===== config.mk =====
export PLATFORM = sky130hd
export DESIGN_NAME = regfile_wr_arbiter
export DESIGN_NICKNAME = d
export VERILOG_FILES = /design/src/rtl/regfile_wr_arbiter.sv
export SDC_FILE = /design/constraint.sdc
export NUM_CORES = 1
export LEC_CHECK = 0
export BUFFER_PORTS_ARGS = -buffer_cell sky130_fd_sc_hd__buf_2
export CAP_MARGIN = 10
export CORE_MARGIN = 1
export CORE_UTILIZATION = 45
export DETAILED_ROUTE_END_ITERATION = 8
export MAX_ROUTING_LAYER = met4
export PLACE_DENSITY = 0.91
export SETUP_SLACK_MARGIN = 0.5
export SLEW_MARGIN = 20
export SYNTH_ARGS = -nofsm -noshare
export SYNTH_HDL_FRONTEND = slang
export SYNTH_SLANG_ARGS = --single-unit

===== constraint.sdc =====
create_clock -name clk -period 2.67 [get_ports clk]
set_clock_uncertainty 0.2 [all_clocks]
set_input_delay 0.534 -clock clk [delete_from_list [all_inputs] [get_ports clk]]
set_output_delay 0.534 -clock clk [all_outputs]
set_load 0.1 [all_outputs]

===== src/rtl/regfile_wr_arbiter.sv =====
// Round-robin write-port arbiter and initialisation sequencer for a
// single-write-port register file. After reset (or a clr pulse) every
// address is swept with INIT_VAL before any requester is granted.
module regfile_wr_arbiter #(
  parameter int N       = 4,
  parameter int D_WIDTH = 8,
  parameter int A_WIDTH = 4,
  parameter logic [D_WIDTH-1:0] INIT_VAL = '0
) (
  input  logic                   clk,
  input  logic                   rst_n,
  input  logic                   clr,
  input  logic [N-1:0]           req,
  input  logic [N*A_WIDTH-1:0]   req_addr,
  input  logic [N*D_WIDTH-1:0]   req_data,
  output logic [N-1:0]           gnt,
  output logic                   wren,
  output logic [A_WIDTH-1:0]     waddr,
  output logic [D_WIDTH-1:0]     wdata,
  output logic                   init_done
);

  localparam int PW = (N > 1) ? $clog2(N) : 1;

  typedef enum logic {INIT, ARB} state_t;

  state_t             state;
  logic [A_WIDTH-1:0] cnt;
  logic [PW-1:0]      ptr;
  logic [PW-1:0]      gidx;
  logic               gvalid;
  logic [PW-1:0]      ptr_nxt;

  logic [A_WIDTH-1:0] addr_a [N];
  logic [D_WIDTH-1:0] data_a [N];

  // unpack the flattened per-requester address/data buses
  for (genvar i = 0; i < N; i++) begin : g_unpack
    assign addr_a[i] = req_addr[i*A_WIDTH +: A_WIDTH];
    assign data_a[i] = req_data[i*D_WIDTH +: D_WIDTH];
  end

  // first asserted req searching ptr, ptr+1, ... with wrap; blocked in INIT and on clr
  always_comb begin
    gvalid = 1'b0;
    gidx   = '0;
    if (state == ARB && !clr) begin
      for (int k = 0; k < N; k++) begin
        if (!gvalid && req[(int'(ptr) + k) % N]) begin
          gvalid = 1'b1;
          gidx   = PW'((int'(ptr) + k) % N);
        end
      end
    end
  end

  // one-hot grant decode
  always_comb begin
    gnt = '0;
    for (int i = 0; i < N; i++)
      gnt[i] = gvalid && (gidx == PW'(i));
  end

  // pointer moves just past the granted requester
  assign ptr_nxt = (gidx == PW'(N-1)) ? '0 : gidx + PW'(1);

  // sweep / arbitration sequencer with registered write port
  always_ff @(posedge clk or negedge rst_n) begin
    if (!rst_n) begin
      state     <= INIT;
      cnt       <= '0;
      ptr       <= '0;
      wren      <= 1'b0;
      waddr     <= '0;
      wdata     <= '0;
      init_done <= 1'b0;
    end else begin
      case (state)
        INIT: begin
          if (clr) begin
            // restart the sweep; this edge writes nothing
            cnt  <= '0;
            wren <= 1'b0;
          end else begin
            wren  <= 1'b1;
            waddr <= cnt;
            wdata <= INIT_VAL;
            if (cnt == {A_WIDTH{1'b1}}) begin
              cnt       <= '0;
              state     <= ARB;
              init_done <= 1'b1;
            end else begin
              cnt <= cnt + A_WIDTH'(1);
            end
          end
        end
        ARB: begin
          if (clr) begin
            // ptr is kept so fairness carries across a re-init
            state     <= INIT;
            cnt       <= '0;
            init_done <= 1'b0;
            wren      <= 1'b0;
          end else if (gvalid) begin
            wren  <= 1'b1;
            waddr <= addr_a[gidx];
            wdata <= data_a[gidx];
            ptr   <= ptr_nxt;
          end else begin
            wren <= 1'b0;
          end
        end
        default: state <= INIT;
      endcase
    end
  end

endmodule


# ---- Word level (Yosys, flattened, before mapping)
# Cells that the tools add are included.
dict set report word_totals {
  output_inout_bits 18
  register_bits 21
}
dict set report classes {
  order_cmp 5
  reduce_logical 19
  n_addsub 5
  eq_ne 9
  n_mux 54
  n_bitwise 6
}
# operator count
set op_table {}
lappend op_table {{2-to-1 mux 8 bit} 5}
lappend op_table {{2-to-1 mux 4 bit} 8}
lappend op_table {{2-to-1 mux 1 bit} 23}
lappend op_table {{binary-select mux 8 bit (select 2 bit)} 1}
lappend op_table {{case mux 4 bit (2 select lines)} 2}
lappend op_table {{case mux 8 bit (2 select lines)} 1}
lappend op_table {{< comparator 3 x 4 -> 1 bit (second input constant)} 3}
lappend op_table {{2-to-1 mux 2 bit} 6}
lappend op_table {{AND reduction 3 bit} 3}
lappend op_table {{binary-select mux 1 bit (select 2 bit)} 4}
lappend op_table {{binary-select mux 4 bit (select 2 bit)} 1}
lappend op_table {{logical AND 1 bit} 8}
lappend op_table {{inequality test 2 bit (second input constant)} 4}
lappend op_table {{case mux 1 bit (2 select lines)} 3}
lappend op_table {{OR reduction 2 bit} 3}
lappend op_table {{adder 2 x 1 -> 2 bit (second input constant)} 2}
lappend op_table {{adder 2 bit (second input constant)} 2}
lappend op_table {{adder 4 x 1 -> 4 bit (second input constant)} 1}
lappend op_table {{== test 2 bit (second input constant)} 2}
lappend op_table {{== test 4 bit (second input constant)} 1}
lappend op_table {{logical NOT 1 bit} 4}
lappend op_table {{bitwise AND 1 bit (first input constant)} 3}
lappend op_table {{greater-or-equal comparator 3 bit (second input constant)} 1}
lappend op_table {{< comparator 2 x 3 -> 1 bit (second input constant)} 1}
lappend op_table {{other kinds (5)} 6}

# ---- Logic depth before layout (Yosys ltp)
dict set report depth {
  depth_word 24
  mapped_depth 8
  mapped_depth_nobuf 7
}

# ---- Worst setup path after synthesis
# OpenSTA, ideal clock, no wires.
dict set report synth_timing {
  path_type {input port to output port}
  start {input req[2]}
  end {output gnt[0]}
  path_stages 7
  arrival_time_ns 2.335
  slack_ns -0.399
  cell_sequence {nor2b_1 -> a311o_1 -> and3_1 -> buf_6 -> inv_2 -> ha_1 -> and2_1}
}
dict set report synth_via {
  elab_chain_len 18
}
# element line_no
set synth_rtl {}
lappend synth_rtl {{start: declaration} 13} ;# input logic [N-1:0] req,
lappend synth_rtl {{binary-select mux 1 bit (select 2 bit)} 49} ;# if (!gvalid && req[(int'(ptr) + k) % N]) begin
lappend synth_rtl {{2-to-1 mux 1 bit (implied by the code)} 49}
lappend synth_rtl {{2-to-1 mux 1 bit} 49}
lappend synth_rtl {{2-to-1 mux 1 bit} 47} ;# if (state == ARB && !clr) begin
lappend synth_rtl {{logical NOT 1 bit} 49}
lappend synth_rtl {{logical AND 1 bit} 49}
lappend synth_rtl {{2-to-1 mux 1 bit} 49}
lappend synth_rtl {{2-to-1 mux 1 bit} 47}
lappend synth_rtl {{(+2 left out)} n/a}
lappend synth_rtl {{2-to-1 mux 1 bit} 49}
lappend synth_rtl {{2-to-1 mux 1 bit} 47}
lappend synth_rtl {{logical NOT 1 bit} 49}
lappend synth_rtl {{logical AND 1 bit} 49}
lappend synth_rtl {{2-to-1 mux 2 bit} 49}
lappend synth_rtl {{2-to-1 mux 2 bit} 47}
lappend synth_rtl {{logical NOT 2 bit} 61} ;# gnt[i] = gvalid && (gidx == PW'(i));
lappend synth_rtl {{logical AND 1 bit (*)} 61}
lappend synth_rtl {{end: declaration} 16} ;# output logic [N-1:0] gnt,
# Every way passes the cells marked *; elsewhere a longest branch is shown, timed or not. The select of a mux whose other input is x is not followed.

# ---- Final worst setup path
dict set report layout_timing {
  start {register ptr[1]}
  end {output gnt[3]}
}
dict set report layout_via {
  elab_chain_len 18
}
# element line_no
set layout_rtl {}
lappend layout_rtl {{start: declaration} 29} ;# logic [PW-1:0] ptr;
lappend layout_rtl {{start signal: assignment} 108} ;# ptr <= ptr_nxt;
lappend layout_rtl {{parallel branches: the longest is 17 deep, another holds adder 2 x 1 -> 2 bit} n/a}
lappend layout_rtl {{logical AND 1 bit (*)} 61}
# Mark *: on every way between the ends. The select of a mux whose other input is x is not followed.

==> summary.md <==
| Metric | Value |
|---|---|
| Outcome | finished, violations left |
| Violated checks | DRC |
| H-Tree Level Count | 1 |
| GPL Wtd Cong | about 0.81 |
| DP Worst Slack | just over 60 ps |
| Root buffer cell | clkbuf_4 |
| Ys Warns | 0 |
| Via count | ~1,500 |
| Vias in the first global route | around 1,300 |
| Nets | 296 |
| Die height | ~58 um |
| Bufs and invs on worst path | 2 |
| Class of the most critical setup path | flip-flop to output pin |
| Clock Sink Count | 21 |
| CTS tree | yes |
| Post-Synthesis Cells | approximately 150 |
| Power, Total | between 700 and 800 uW |
| Setup ws final | about 64 ps |
| Maximum clock rate | approximately 380 MHz |
| Area leader, netlist | dfrtp_1 |
| Starting Density | 49.2% |
| Proportion of layout cells with a drive suffix above 1 | between 50% and 60% |
| Most instantiated library cell after synthesis | mux2i_1 |
| CTS buffer count | 3 |
| Final hold viol count | 0 |
| Async S/R FF share, synth | between 90% and 100% |
| CP peak stage delay | approximately 470 ps |
| Power Dens Cells | 368 nW/um2 |
| First-pass GRT wire length | between 6 and 7 mm |
| CP max FO | 6 |
| Delay-heaviest family, CP | flip-flops |
| Crit path time final | around 2600 ps |
| Worst min path class | flip-flop to flip-flop |
| Top-area cell type share of the netlist area | between 30% and 40% |
| Unrepaired setup endpoints after global routing | yes |
| Overall routing resource usage | about a quarter |
| Hold_sp | wdata[0]$_DFFE_PN0P_ |
| CTS Buffer Depth | 2 |
| Die width | slightly below 60 um |
| FF+latch count, synth | 21 |
| Unique masters post-synth | 36 |
| Dpl hpwl | 2.95 mm |
| I/O pins | 73 |
| Avg Synthesized Cell Area | around 9.5 um2 |
| Most common flop cell mapped by yosys | dfrtp_1 |
| Core Region | 2850 um2 |
| DRC | 3 |
| Worst-path cell chain | mux2i_1 > o2bb2ai_2 > nor2_2 > nand2_4 > inv_4 > ha_4 > and2_4 > buf_12 |
| Worst-path clk slew | 130 ps |
| Initial antenna violation count | 0 |
| Largest net degree at the start of global routing | 22 |
| Inserted Diodes | 0 |
| Ranking of synthesized cells by area | dfrtp_1, mux2i_1, nand2_1 |
| Worst slew pin tran | 536 ps |
| Synth cell count leaders | mux2i_1, dfrtp_1, nand2_1 |
| FF-to-FF Start | ptr[1]$_DFFE_PN0P_ |
| Final period utilization | a little over nine tenths |
| Max-Cap Viols | 0 |
| Total Routed Length | between 3 and 4 mm |
| Total die area | approximately 3300 um2 |
| Leak pwr | about 1.1 nW |
| First-pass DRT Iterations | 6 |
| Syn Nets | approximately 210 |
| Layout area overhead | 50.2% |
| Nature of the critical path endpoint | output pin |
| Grt total ovfl | 0 |
| Mapped cell area | 1400 um2 |
| Clock latency on the worst-skew pair | between 300 and 400 ps |
| Data required, critical path | 1940 ps |
| CP startpoint | ptr[1]$_DFFE_PN0P_ |
| WL per Instance | about 15 um |
| Post-synthesis sequential area ratio | ~37% |
| Worst Path Arrival | between 1500 and 2000 ps |
| Worst Setup Start Kind | flip-flop |
| Slowest library cell on the worst path | dfrtp_2 |
| Port Buf Inserts | around 70 |
| VDD IR max | approximately 360 uV |
| Site Rows | 19 |
| Drt initial violations | ~120 |
| Max-slew violations | 0 |
| Post-route ant nets | 0 |
| Number of synthesized flops with an enable pin | 0 |
| Worst relative slew slack | 63.3% |
| Final setup fails | 0 |
| Via/cell ratio | slightly below 6 |
[cell usage in the layout (no fill, tap or decap), types with 4 or more instances in the layout]
master / instances
a311oi_1: 4
buf_12: 4
o221ai_1: 8
buf_2: 68
nor2_1: 5
o22ai_1: 4
nand2_1: 19
mux2i_1: 22
a21oi_1: 5
buf_4: 17
a21boi_0: 4
dfrtp_1: 19
and2_4: 4
o21ai_0: 5
[cell type report]
| cell class | instances | area, um2 |
|---|---|---|
| Multi-Input combinational cell | 114 | 912 |
| Fill cell | 211 | 744 |
| Timing Repair Buffer | 91 | 573 |
| Sequential cell | 21 | 528 |
| Tap cell | 31 | 38.8 |
| Inverter | 5 | 28.8 |
| Clock buffer | 3 | 22.5 |
| Clock inverter | 1 | 5.00 |
[flip-flops by register name (all words and copies together) (netlist names)]
name,flops
waddr,4
wren,1
init_done,1
cnt,4
ptr,2
state,1
wdata,8
[worst min-delay path: cells and delay by family, from the launching register on]
kind               cells  cell delay [ps]
and+or+nand+nor        1               50
DFF                    1              360
AOI/OAI and AO/OA      1               60
[logic make-up (layout without fill, tap and decap cells)]
kind of cell               Yosys count  after routing  synth area share (%)
buffers and inverters               12            100                  4.10
adders and majority gates            5              5                  4.46
AOI/OAI and AO/OA                   42             42                  22.2
xor gates and xnor gates             1              1                 0.624
and+or+nand+nor                     43             43                  14.7
DFF                                 21             21                  37.4
muxes                               23             23                  16.5
[where the power goes]
group	leakage [nW]	switching [mW]	internal [mW]	total, mW
Clock	0.0177	0.102	0.0560	0.158
Sequential	0.270	0.0187	0.333	0.351
Combinational	0.775	0.152	0.114	0.266
Total	1.06	0.272	0.503	0.775
[layer usage]
layer	global-route usage, %	wire length, um	up-vias
met1	34.0	1690	747
met4	8.16	67	0
met5	-	0	-
met3	1.56	166	6
li1	-	-	733
met2	39.1	2040	54
[metrics by stage]
stage | area [um2] | hold slack [ps] | util, % | cells | TNS [ps]
floorplan | 1470 | 38.4 | - | 147 | 0
global route | 2110 | 321 | 73.9 | 266 | -5.15
detailed placement | 1950 | 271 | 68.2 | 251 | 0
CTS | 2070 | 298 | 72.6 | 263 | 0
finish | 2110 | 300 | 73.9 | 266 | 0
global placement | 1950 | 265 | 68.2 | 251 | 0
[final timing paths]
path                                   endpoint  slack [ps]  depth (start not counted)
min reg2reg                wdata[0]$_DFFE_PN0P_         300                          2
max reg2reg                waddr[1]$_DFFE_PN0P_         460                          6
min in group asynchronous  wdata[1]$_DFFE_PN0P_         490                          2
max in group asynchronous       state$_DFF_PN0_        1430                          2
min                        wdata[0]$_DFFE_PN0P_         300                          2
max                                      gnt[3]          60                          8
[what timing repair did]
item | CTS | global route
setup buffers | 7 | 3
pin swaps | 10 | 0
setup endpoints to repair | 8 | 15
hold buffers | 1 | 0
endpoints found under the hold margin | 21 | 0
gates resized for setup | 11 | 4
gates cloned | 0 | 0
(Power assumes the default switching activity.)
